## src/rtl/xcvr_freq_mon_pkg.sv

```systemverilog
// Shared types and helpers for the multi-channel transceiver clkout frequency monitor.
package xcvr_freq_mon_pkg;

    typedef enum logic [1:0] {
        StUnlocked,
        StAcquiring,
        StLocked
    } lock_state_e;

    // Width of a counter that must hold 0..lock_windows inclusive.
    function automatic int unsigned good_cnt_width(input int unsigned lock_windows);
        int unsigned w;
        w = $clog2(lock_windows + 1);
        return (w < 1) ? 1 : w;
    endfunction

endpackage

```

## src/rtl/xcvr_freq_mon_chan.sv

```systemverilog
// One monitored channel: toggle synchroniser, saturating edge counter, range compare and
// lock FSM with hysteresis. The shared gate counter supplies tc.
module xcvr_freq_mon_chan
    import xcvr_freq_mon_pkg::*;
#(
    parameter int unsigned CNT_W        = 20,
    parameter int unsigned EXP_MIN      = 24000,
    parameter int unsigned EXP_MAX      = 26000,
    parameter int unsigned LOCK_WINDOWS = 3
) (
    input  logic             clk,
    input  logic             reset,
    input  logic             enable,
    input  logic             tc,
    input  logic             toggle_in,
    output logic [CNT_W-1:0] count_out,
    output logic             in_range,
    output logic             locked,
    output logic             lock_lost
);

    localparam int unsigned      GoodW      = good_cnt_width(LOCK_WINDOWS);
    localparam logic [CNT_W-1:0] CntMax     = '1;
    localparam logic [GoodW-1:0] GoodTarget = GoodW'(LOCK_WINDOWS);

    logic             sync1_q, sync2_q, sync3_q;
    logic             edge_det;
    logic [CNT_W-1:0] cnt_q, cnt_d;
    logic [CNT_W-1:0] win_count;
    logic             win_ok;
    logic [CNT_W-1:0] count_q;
    logic             in_range_q;
    lock_state_e      state_q, state_d;
    logic [GoodW-1:0] good_q, good_d;

    // toggle_in is asynchronous; sync1/sync2 are the metastability pair.
    always_ff @(posedge clk) begin
        if (reset) begin
            sync1_q <= 1'b0;
            sync2_q <= 1'b0;
            sync3_q <= 1'b0;
        end else begin
            sync1_q <= toggle_in;
            sync2_q <= sync1_q;
            sync3_q <= sync2_q;
        end
    end

    assign edge_det = sync2_q ^ sync3_q;

    // Window total including this cycle's edge, held at the saturation value.
    assign win_count = (edge_det && (cnt_q != CntMax)) ? cnt_q + CNT_W'(1) : cnt_q;

    assign win_ok = (win_count != CntMax) &&
                    (32'(win_count) >= EXP_MIN) &&
                    (32'(win_count) <= EXP_MAX);

    // The tc-cycle edge is closed into the finishing window, so the next one starts empty.
    always_comb begin
        cnt_d = win_count;
        if (!enable || tc) begin
            cnt_d = '0;
        end
    end

    always_comb begin
        state_d = state_q;
        good_d  = good_q;
        if (!enable) begin
            state_d = StUnlocked;
            good_d  = '0;
        end else if (tc) begin
            if (!win_ok) begin
                state_d = StUnlocked;
                good_d  = '0;
            end else begin
                if (good_q != GoodTarget) begin
                    good_d = good_q + GoodW'(1);
                end
                state_d = (good_d == GoodTarget) ? StLocked : StAcquiring;
            end
        end
    end

    always_ff @(posedge clk) begin
        if (reset) begin
            cnt_q      <= '0;
            count_q    <= '0;
            in_range_q <= 1'b0;
            state_q    <= StUnlocked;
            good_q     <= '0;
        end else begin
            cnt_q   <= cnt_d;
            state_q <= state_d;
            good_q  <= good_d;
            if (tc) begin
                count_q    <= win_count;
                in_range_q <= win_ok;
            end
        end
    end

    assign count_out = count_q;
    assign in_range  = in_range_q;
    assign locked    = (state_q == StLocked);
    assign lock_lost = (state_q == StLocked) && (state_d != StLocked);

endmodule

```

## src/rtl/xcvr_clkout_freq_monitor.sv

```systemverilog
// Multi-channel clkout/2 frequency monitor: shared gate window, per-channel counts and lock.
// Optional sticky loss-of-lock flags are built when XCVR_FREQ_MON_STICKY_EN is defined.
module xcvr_clkout_freq_monitor
    import xcvr_freq_mon_pkg::*;
#(
    parameter int unsigned NUM_CH       = 4,
    parameter int unsigned GATE_CYCLES  = 100000,
    parameter int unsigned CNT_W        = 20,
    parameter int unsigned EXP_MIN      = 24000,
    parameter int unsigned EXP_MAX      = 26000,
    parameter int unsigned LOCK_WINDOWS = 3
) (
    input  logic                    clk,
    input  logic                    reset,
    input  logic                    enable,
    input  logic [NUM_CH-1:0]       toggle_in,
    output logic [NUM_CH*CNT_W-1:0] count_out,
    output logic                    count_valid,
    output logic [NUM_CH-1:0]       in_range,
    output logic [NUM_CH-1:0]       locked,
    output logic [NUM_CH-1:0]       sticky_lol,
    input  logic                    sticky_clr
);

    localparam int unsigned      GateW    = $clog2(GATE_CYCLES);
    localparam logic [GateW-1:0] GateLast = GateW'(GATE_CYCLES - 1);

    logic [GateW-1:0]  gate_q, gate_d;
    logic              tc;
    logic              count_valid_q;
    logic [NUM_CH-1:0] lock_lost;

    // Gating tc with enable discards a window whose last cycle coincides with enable falling.
    assign tc = enable && (gate_q == GateLast);

    always_comb begin
        gate_d = gate_q + GateW'(1);
        if (!enable || tc) begin
            gate_d = '0;
        end
    end

    always_ff @(posedge clk) begin
        if (reset) begin
            gate_q        <= '0;
            count_valid_q <= 1'b0;
        end else begin
            gate_q        <= gate_d;
            count_valid_q <= tc;
        end
    end

    assign count_valid = count_valid_q;

    for (genvar n = 0; n < NUM_CH; n++) begin : g_chan
        xcvr_freq_mon_chan #(
            .CNT_W        (CNT_W),
            .EXP_MIN      (EXP_MIN),
            .EXP_MAX      (EXP_MAX),
            .LOCK_WINDOWS (LOCK_WINDOWS)
        ) u_chan (
            .clk       (clk),
            .reset     (reset),
            .enable    (enable),
            .tc        (tc),
            .toggle_in (toggle_in[n]),
            .count_out (count_out[n*CNT_W +: CNT_W]),
            .in_range  (in_range[n]),
            .locked    (locked[n]),
            .lock_lost (lock_lost[n])
        );
    end

`ifdef XCVR_FREQ_MON_STICKY_EN
    logic [NUM_CH-1:0] sticky_q;

    // A new loss of lock wins over a clear arriving in the same cycle.
    always_ff @(posedge clk) begin
        if (reset) begin
            sticky_q <= '0;
        end else begin
            sticky_q <= lock_lost | (sticky_q & ~{NUM_CH{sticky_clr}});
        end
    end

    assign sticky_lol = sticky_q;
`else
    logic unused_sticky;
    assign unused_sticky = ^{sticky_clr, lock_lost};
    assign sticky_lol    = '0;
`endif

endmodule

```

## config.mk

```make
export PLATFORM = sky130hd
export DESIGN_NAME = xcvr_clkout_freq_monitor
export DESIGN_NICKNAME = d
export VERILOG_FILES = /design/src/rtl/xcvr_freq_mon_pkg.sv /design/src/rtl/xcvr_freq_mon_chan.sv /design/src/rtl/xcvr_clkout_freq_monitor.sv
export SDC_FILE = /design/constraint.sdc
export NUM_CORES = 1
export LEC_CHECK = 0
export CORE_MARGIN = 1
export CORE_UTILIZATION = 59
export CTS_BUF_LIST = sky130_fd_sc_hd__clkbuf_8
export DETAILED_ROUTE_END_ITERATION = 7
export PLACE_DENSITY_LB_ADDON = 0.1
export SLEW_MARGIN = 10
export SYNTH_ARGS = -nofsm -noshare
export SYNTH_HDL_FRONTEND = slang
export SYNTH_SLANG_ARGS = --single-unit
```

## constraint.sdc

```tcl
create_clock -name clk -period 3.4 [get_ports clk]
set_clock_uncertainty 0.15 [all_clocks]
set_input_delay 0.51 -clock clk [delete_from_list [all_inputs] [get_ports clk]]
set_output_delay 0.51 -clock clk [all_outputs]
set_load 0.005 [all_outputs]
```

==> results of run 1 <==
report_power, final:
| group | switching, uW | total, uW | internal [uW] | leakage [uW] |
|---|---|---|---|---|
| combinational | 79.0 | 117 | 38.3 | 0.00205 |
| clock | 953 | 2010 | 1060 | 0.000358 |
| sequential | 7.79 | 2480 | 2470 | 0.00169 |
synth_stat cells (all sizes together), types with 3 or more instances:
library cell  instances
nand2b                9
o32ai                 5
nand4b                4
nand3b                4
a2111oi               5
nor2b                23
or3                   8
nand4                24
and2                 21
nor3                 44
o311ai                3
a211oi               62
nand2               107
dfxtp               210
mux2                  6
xor2                 30
o211ai                6
o2111ai               5
o21ai                16
o21a                  3
nor2                201
xnor2                51
and4                  6
o311a                 4
a21o                  4
buf                  24
ha                    5
a21oi                65
and3                 30
a311oi                3
o21bai                3
clkbuf               52
or4                   4
nand3                53
inv                  14
o31ai                 4
or2                   5
a41oi                 4
nor4                 20
a31oi                15
mux2i                12
nor3b                 4
a22o                  5
final timing paths:
kind | start | endpoint | slack, ns | cells after the start
max | g_chan[0].u_chan.cnt_q[2] | g_chan[0].u_chan.good_q[0] | 0.18 | 9
min | g_chan[1].u_chan.state_q[1] | g_chan[1].u_chan.state_q[1] | 0.28 | 2
max reg2reg | g_chan[0].u_chan.cnt_q[2] | g_chan[0].u_chan.good_q[0] | 0.18 | 9
min reg2reg | g_chan[1].u_chan.state_q[1] | g_chan[1].u_chan.state_q[1] | 0.28 | 2
what timing repair did:
action	CTS	global route
setup buffers	0	0
gates resized for setup	0	9
endpoints found under the setup margin	0	10
worst reg2reg max path: stages, from the launching register on:
cell,delay [ns]
dfxtp_1,0.47
nand3_1,0.25
or4_4,0.56
a21oi_4,0.27
a21oi_2,0.12
or4b_1,0.57
nor4_2,0.24
o2111ai_2,0.22
nor2_2,0.18
a22o_1,0.15
kinds of logic after synthesis:
logic type               Yosys count  synth area share [%]
adder cells (fa/ha/maj)            5                0.6253
flip-flops                       210                 42.02
other                              1               0.03748
buffers and inverters             90                 3.977
XOR/XNOR                          81                 7.166
multiplexers                      18                 1.876
AND/OR/NAND/NOR                  579                 28.70
AO/OA/AOI/OAI                    225                 15.60
stage by stage:
stage               hold slack [ns]  total power [uW]  area (um^2)
floorplan                    0.2576              2606        10020
global placement             0.2666              2646        11350
detailed placement           0.2744              2647        11350
CTS                          0.2839              4658        11970
global route                 0.3023              4782        12010
finish                       0.2809              4608        12010
flip-flops by register name (all words and copies together), names as in the netlist:
name / flops
g_chan.u_chan.sync2_q: 4
g_chan.u_chan.state_q: 8
g_chan.u_chan.in_range: 4
g_chan.u_chan.good_q: 8
g_chan.u_chan.count_out: 80
count_valid: 1
g_chan.u_chan.sync1_q: 4
g_chan.u_chan.sync3_q: 4
g_chan.u_chan.cnt_q: 80
gate_q: 17
layer usage:
layer / GRT usage (%) / part of all wire [%] / vias to the layer above / wire, um
li1: - / - / 4546 / -
met1: 36.38 / 46 / 4270 / 11430
met2: 49.00 / 47 / 250 / 11790
met3: 5.767 / 5.3 / 59 / 1319
met4: 9.259 / 2.2 / 0 / 553
met5: 0 / 0 / - / 0
area by class of cell:
cell class | instances | area share, %
clock buffers | 40 | 4.583
clock inverters | 15 | 0.5313
inverters | 14 | 0.4375
multi-input cells | 912 | 45.48
flip-flops and latches | 210 | 35.01
well taps | 220 | 2.292
repair buffers | 152 | 11.67
==> flow_summary.yaml, run 1 <==
pwr:
  power_density_nw_per_um2: 383.6
  peakVddDrop_uv: 415.8
  cellLeakagePower_uw: 0.004104
final_layout:
  multi_input_area_um2: 5463
  mostFrequentLayoutCells: "dfxtp_1, nor2_1, nand2_1, clkdlybuf4s50_1, a21oi_1"
  drive_above_1_share_pct: 10.20
  area_growth_pct: 20.06
  fin_nets: 1337
  seq_area_um2: 4205
  final_cell_count_no_fill: 1563
  final_common_cell: "dfxtp_1"
  diodes: 0
  nFillCells: 1373
  fin_util_pct: 72.43
grt:
  grt_pass1_vias: 8649
  grt_pass1_wl_mm: 41.39
  grtUsageTotal_pct: 28.72
  grt_max_degree: 97
  grt_overflow: 0
  antenna_found_initial: 0
floorplanning:
  die-area_um2: 17480
  initial_core_util_pct: 60.33
  die_w_um: 132.2
  io_pins: 101
  core_area_um2: 16580
  rows: 47
  die_h_um: 132.2
yosys:
  synth_cell_types: 78
  ys_seq_area_share_pct: 42.02
  synth_ff_type: "dfxtp_1"
  yosysTopAreaCell: "dfxtp_1"
  syn-instance-count: 1209
  async_reset_ff_share_pct: 0
  synth_edf_count: 0
  yosys.area.top_type_share_pct: 42.02
  yosys_warnings: 0
  syn_avg_cell_area_um2: 8.275
  synth_area_um2: 10000
  synth_area_leaders: "dfxtp_1, nor2_1, a211oi_1"
  ys_seq_elements: 210
sta:
  slew_headroom_pct: 30.61
  finalCritPeriodShare_pct: 94.85
  worst_pin_slew_ns: 1.041
  rsz0062_at_grt: "no"
  tns_ns: 0
  setup-violations-final: 0
  hold_viol: 0
  worst_slack_ns: 0.1751
  maxSlewViolCount: 0
  period_minus_slack_ns: 3.225
  fmax_mhz: 310.1
worst_setup_path:
  crit_fanout: 9
  crit_chain: "nand3_1 -> or4_4 -> a21oi_4 -> a21oi_2 -> or4b_1 -> nor4_2 -> o2111ai_2 -> nor2_2 -> a22o_1"
  path_buf_inv: 0
  crit_family: "simple AND/OR/NAND/NOR gates"
  worstSetupStartpointType: "flip-flop"
  end_kind: "flip-flop"
  required_ns: 3.71
  worstSetupPathType: "flip-flop to flip-flop"
  critPathSlowestCell: "or4b_1"
  critical_path_arrival_ns: 3.53
  critPathMaxStageDelay_ns: 0.57
clock_tree:
  cts_tree: "built"
  cts_buffer_depth: 3
  cts-root-buf: "clkbuf_8"
  cts.clk_slew.worst_paths_ns: 0.05
  cts_made_buffers: 34
  cts.sinks: 210
  clock_latency_ns: 0.52
  htree_levels: 2
  cts-hold-fix-buffers: 0
detailed_routing:
  first_iter_violations: 580
  first_pass_iters: 5
  vias: 9125
  wirelength_mm: 25.09
  wire_per_inst_um: 16.05
  vias_per_cell: 5.838
  antenna_left: 0
  drc: 0
flow_run:
  maxCapViolations: 0
placement:
  hpwl_mm: 17.28
  preCtsSetupSlack_ns: 0.1345
  dp_cells: 1508
  numPortBuffers: 95
  globalplace.congestion: 0.9272
status:
  status: "finished, final reports clean"
worst_hold_path:
  min_path_type: "flip-flop to flip-flop"
No activity file was read; power rests on OpenSTA's default activity.
==> run 2: changes to the inputs <==
--- a/config.mk
+++ b/config.mk
@@ -9,6 +9,7 @@
 export CORE_UTILIZATION = 59
 export CTS_BUF_LIST = sky130_fd_sc_hd__clkbuf_8
 export DETAILED_ROUTE_END_ITERATION = 7
+export HOLD_SLACK_MARGIN = 0.03
 export PLACE_DENSITY_LB_ADDON = 0.1
 export SLEW_MARGIN = 10
 export SYNTH_ARGS = -nofsm -noshare
==> results of run 2 <==
Final layout, timing and power as in run 1 (identical DEF).
==> run 3: changes to the inputs <==
--- a/config.mk
+++ b/config.mk
@@ -5,9 +5,10 @@
 export SDC_FILE = /design/constraint.sdc
 export NUM_CORES = 1
 export LEC_CHECK = 0
-export CORE_MARGIN = 1
+export CORE_MARGIN = 2
 export CORE_UTILIZATION = 59
 export CTS_BUF_LIST = sky130_fd_sc_hd__clkbuf_8
+export CTS_CLUSTER_DIAMETER = 30
 export DETAILED_ROUTE_END_ITERATION = 7
 export HOLD_SLACK_MARGIN = 0.03
 export PLACE_DENSITY_LB_ADDON = 0.1
==> run 3 against run 2 <==
Critical path depth grew 3. Sequential share of layout area shrank 0.62 points. Final cell count grew 1.1%. Final area grew 1.8%. First-iteration DRC count shrank 2.4%. Power grew 11%. Combinational power is essentially flat. Critical endpoint is now g_chan[1].u_chan.good_q[1].
==> flow_summary.yaml, run 3 (synthesis gave the netlist of run 1 again) <==
status:
  status: "finished, final reports clean"
clock_tree:
  cts_buffer_depth: 3
  htree_levels: 2
  clock_latency_ns: 0.53
  cts.clk_slew.worst_paths_ns: 0.06
  cts.sinks: 210
  cts-hold-fix-buffers: 0
  cts-root-buf: "clkbuf_8"
  cts_made_buffers: 39
  cts_tree: "built"
floorplanning:
  initial_core_util_pct: 60.33
  core_area_um2: 16580
  die-area_um2: 18020
  die_h_um: 134.2
  rows: 47
  die_w_um: 134.2
  io_pins: 101
detailed_routing:
  vias_per_cell: 5.772
  drc: 0
  wirelength_mm: 25.04
  first_pass_iters: 5
  vias: 9120
  first_iter_violations: 566
  antenna_left: 0
  wire_per_inst_um: 15.85
sta:
  setup-violations-final: 0
  fmax_mhz: 315.1
  worst_pin_slew_ns: 1.075
  maxSlewViolCount: 0
  finalCritPeriodShare_pct: 93.34
  slew_headroom_pct: 28.36
  hold_viol: 0
  period_minus_slack_ns: 3.174
grt:
  antenna_found_initial: 0
  grt_max_degree: 97
  grtUsageTotal_pct: 27.98
  grt_pass1_vias: 8650
  grt_pass1_wl_mm: 41.77
  grt_overflow: 0
pwr:
  clkPwrFrac_pct: 49.2
  swShare_pct: 23.18
  peakVddDrop_uv: 498.7
  pwr-share-comb_pct: 2.3
  power.switching_uw: 1182
  cellLeakagePower_uw: 0.004173
  power_density_nw_per_um2: 417.4
  seqPwrFrac_pct: 48.6
  power_uw: 5102
  p_int_uw: 3920
final_layout:
  fin_nets: 1343
  final_common_cell: "dfxtp_1"
  drive_above_1_share_pct: 11.54
  mostFrequentLayoutCells: "dfxtp_1, nor2_1, nand2_1, clkdlybuf4s50_1, a21oi_1"
  area_growth_pct: 22.19
  fin_util_pct: 73.71
  nFillCells: 1333
  diodes: 0
worst_setup_path:
  critical_path_arrival_ns: 3.47
  worstSetupPathType: "flip-flop to flip-flop"
  timing.rr.start: "g_chan[1].u_chan.cnt_q[1]"
  cp-startpoint: "g_chan[1].u_chan.cnt_q[1]"
  r2r_slack_ns: 0.23
  end_kind: "flip-flop"
  ff2ff_path_depth: 12
  crit_fanout: 7
  endpoint: "g_chan[1].u_chan.good_q[1]"
  required_ns: 3.70
  r2r-end: "g_chan[1].u_chan.good_q[1]"
  worstSetupStartpointType: "flip-flop"
placement:
  numPortBuffers: 95
  hpwl_mm: 17.33
  globalplace.congestion: 0.9351
worst_hold_path:
  min_path_type: "flip-flop to flip-flop"
flow_run:
  maxCapViolations: 0
-- run 3: routing by layer --
metal  global-route usage [%]  vias to the layer above  share of wire (%)
li1                         -                     4565                  -
met1                    37.03                     4268                 46
met2                    46.46                      241                 47
met3                    4.649                       46                5.2
met4                    9.649                        0                2.2
met5                        0                        -                  0
-- run 3: layout make-up --
cell class / instances / area, um^2 / share of cell area, %
inverters: 14 / 52.55 / 0.4299
clock buffers: 46 / 633.1 / 5.179
flip-flops and latches: 210 / 4204 / 34.39
clock inverters: 25 / 196.4 / 1.607
well taps: 220 / 275.3 / 2.252
multi-input cells: 912 / 5454 / 44.62
repair buffers: 153 / 1409 / 11.53
-- run 3: power groups by stage --
| stage | combinational [uW] | sequential, uW | clock (uW) |
|---|---|---|---|
| 3_3_place_gp | 112 | 2530 | 0 |
| 6_report | 115 | 2480 | 2510 |
| 2_1_floorplan | 75.4 | 2530 | 0 |
| 5_1_grt | 127 | 2480 | 2680 |
| 4_1_cts | 115 | 2480 | 2560 |
| 3_5_place_dp | 114 | 2530 | 0 |
-- run 3: through the flow --
| stage | worst slack [ns] | std cells | setup TNS [ns] | area (um^2) | hold slack [ns] |
|---|---|---|---|---|---|
| floorplan | 0.3501 | 1212 | 0 | 10020 | 0.2576 |
| finish | 0.2264 | 1580 | 0 | 12220 | 0.2870 |
| global placement | 0.2512 | 1508 | 0 | 11350 | 0.2654 |
| global route | -0.01949 | 1580 | -0.05335 | 12220 | 0.2836 |
| CTS | 0.1603 | 1579 | 0 | 12180 | 0.2719 |
| detailed placement | 0.1914 | 1508 | 0 | 11350 | 0.2761 |
-- run 3: critical path, cell delays in order, from the launching register on --
cell and delay, ns:
dfxtp_1 0.38, ha_1 0.23, and2_1 0.16, and2_0 0.19, buf_4 0.17, a31oi_1 0.42
mux2i_1 0.35, and3b_1 0.21, nand4b_1 0.16, a311oi_1 0.31, buf_4 0.18, nand2_1 0.05
a21oi_1 0.13
-- run 3: repair_timing --
| action | in CTS | in global routing |
|---|---|---|
| resized for setup | 0 | 8 |
| setup buffers | 0 | 1 |
| setup endpoints to repair | 0 | 9 |
-- run 3: worst min path at each step --
stage	start	endpoint	cells past startpoint
after floorplan	g_chan[1].u_chan.state_q[1]	g_chan[1].u_chan.state_q[1]	2
after global placement	g_chan[2].u_chan.sync1_q	g_chan[2].u_chan.sync2_q	1
after detailed placement	g_chan[2].u_chan.sync1_q	g_chan[2].u_chan.sync2_q	1
after CTS	reset	g_chan[0].u_chan.good_q[1]	4
after global routing	reset	g_chan[0].u_chan.good_q[1]	4
final	g_chan[1].u_chan.state_q[1]	g_chan[1].u_chan.state_q[1]	2
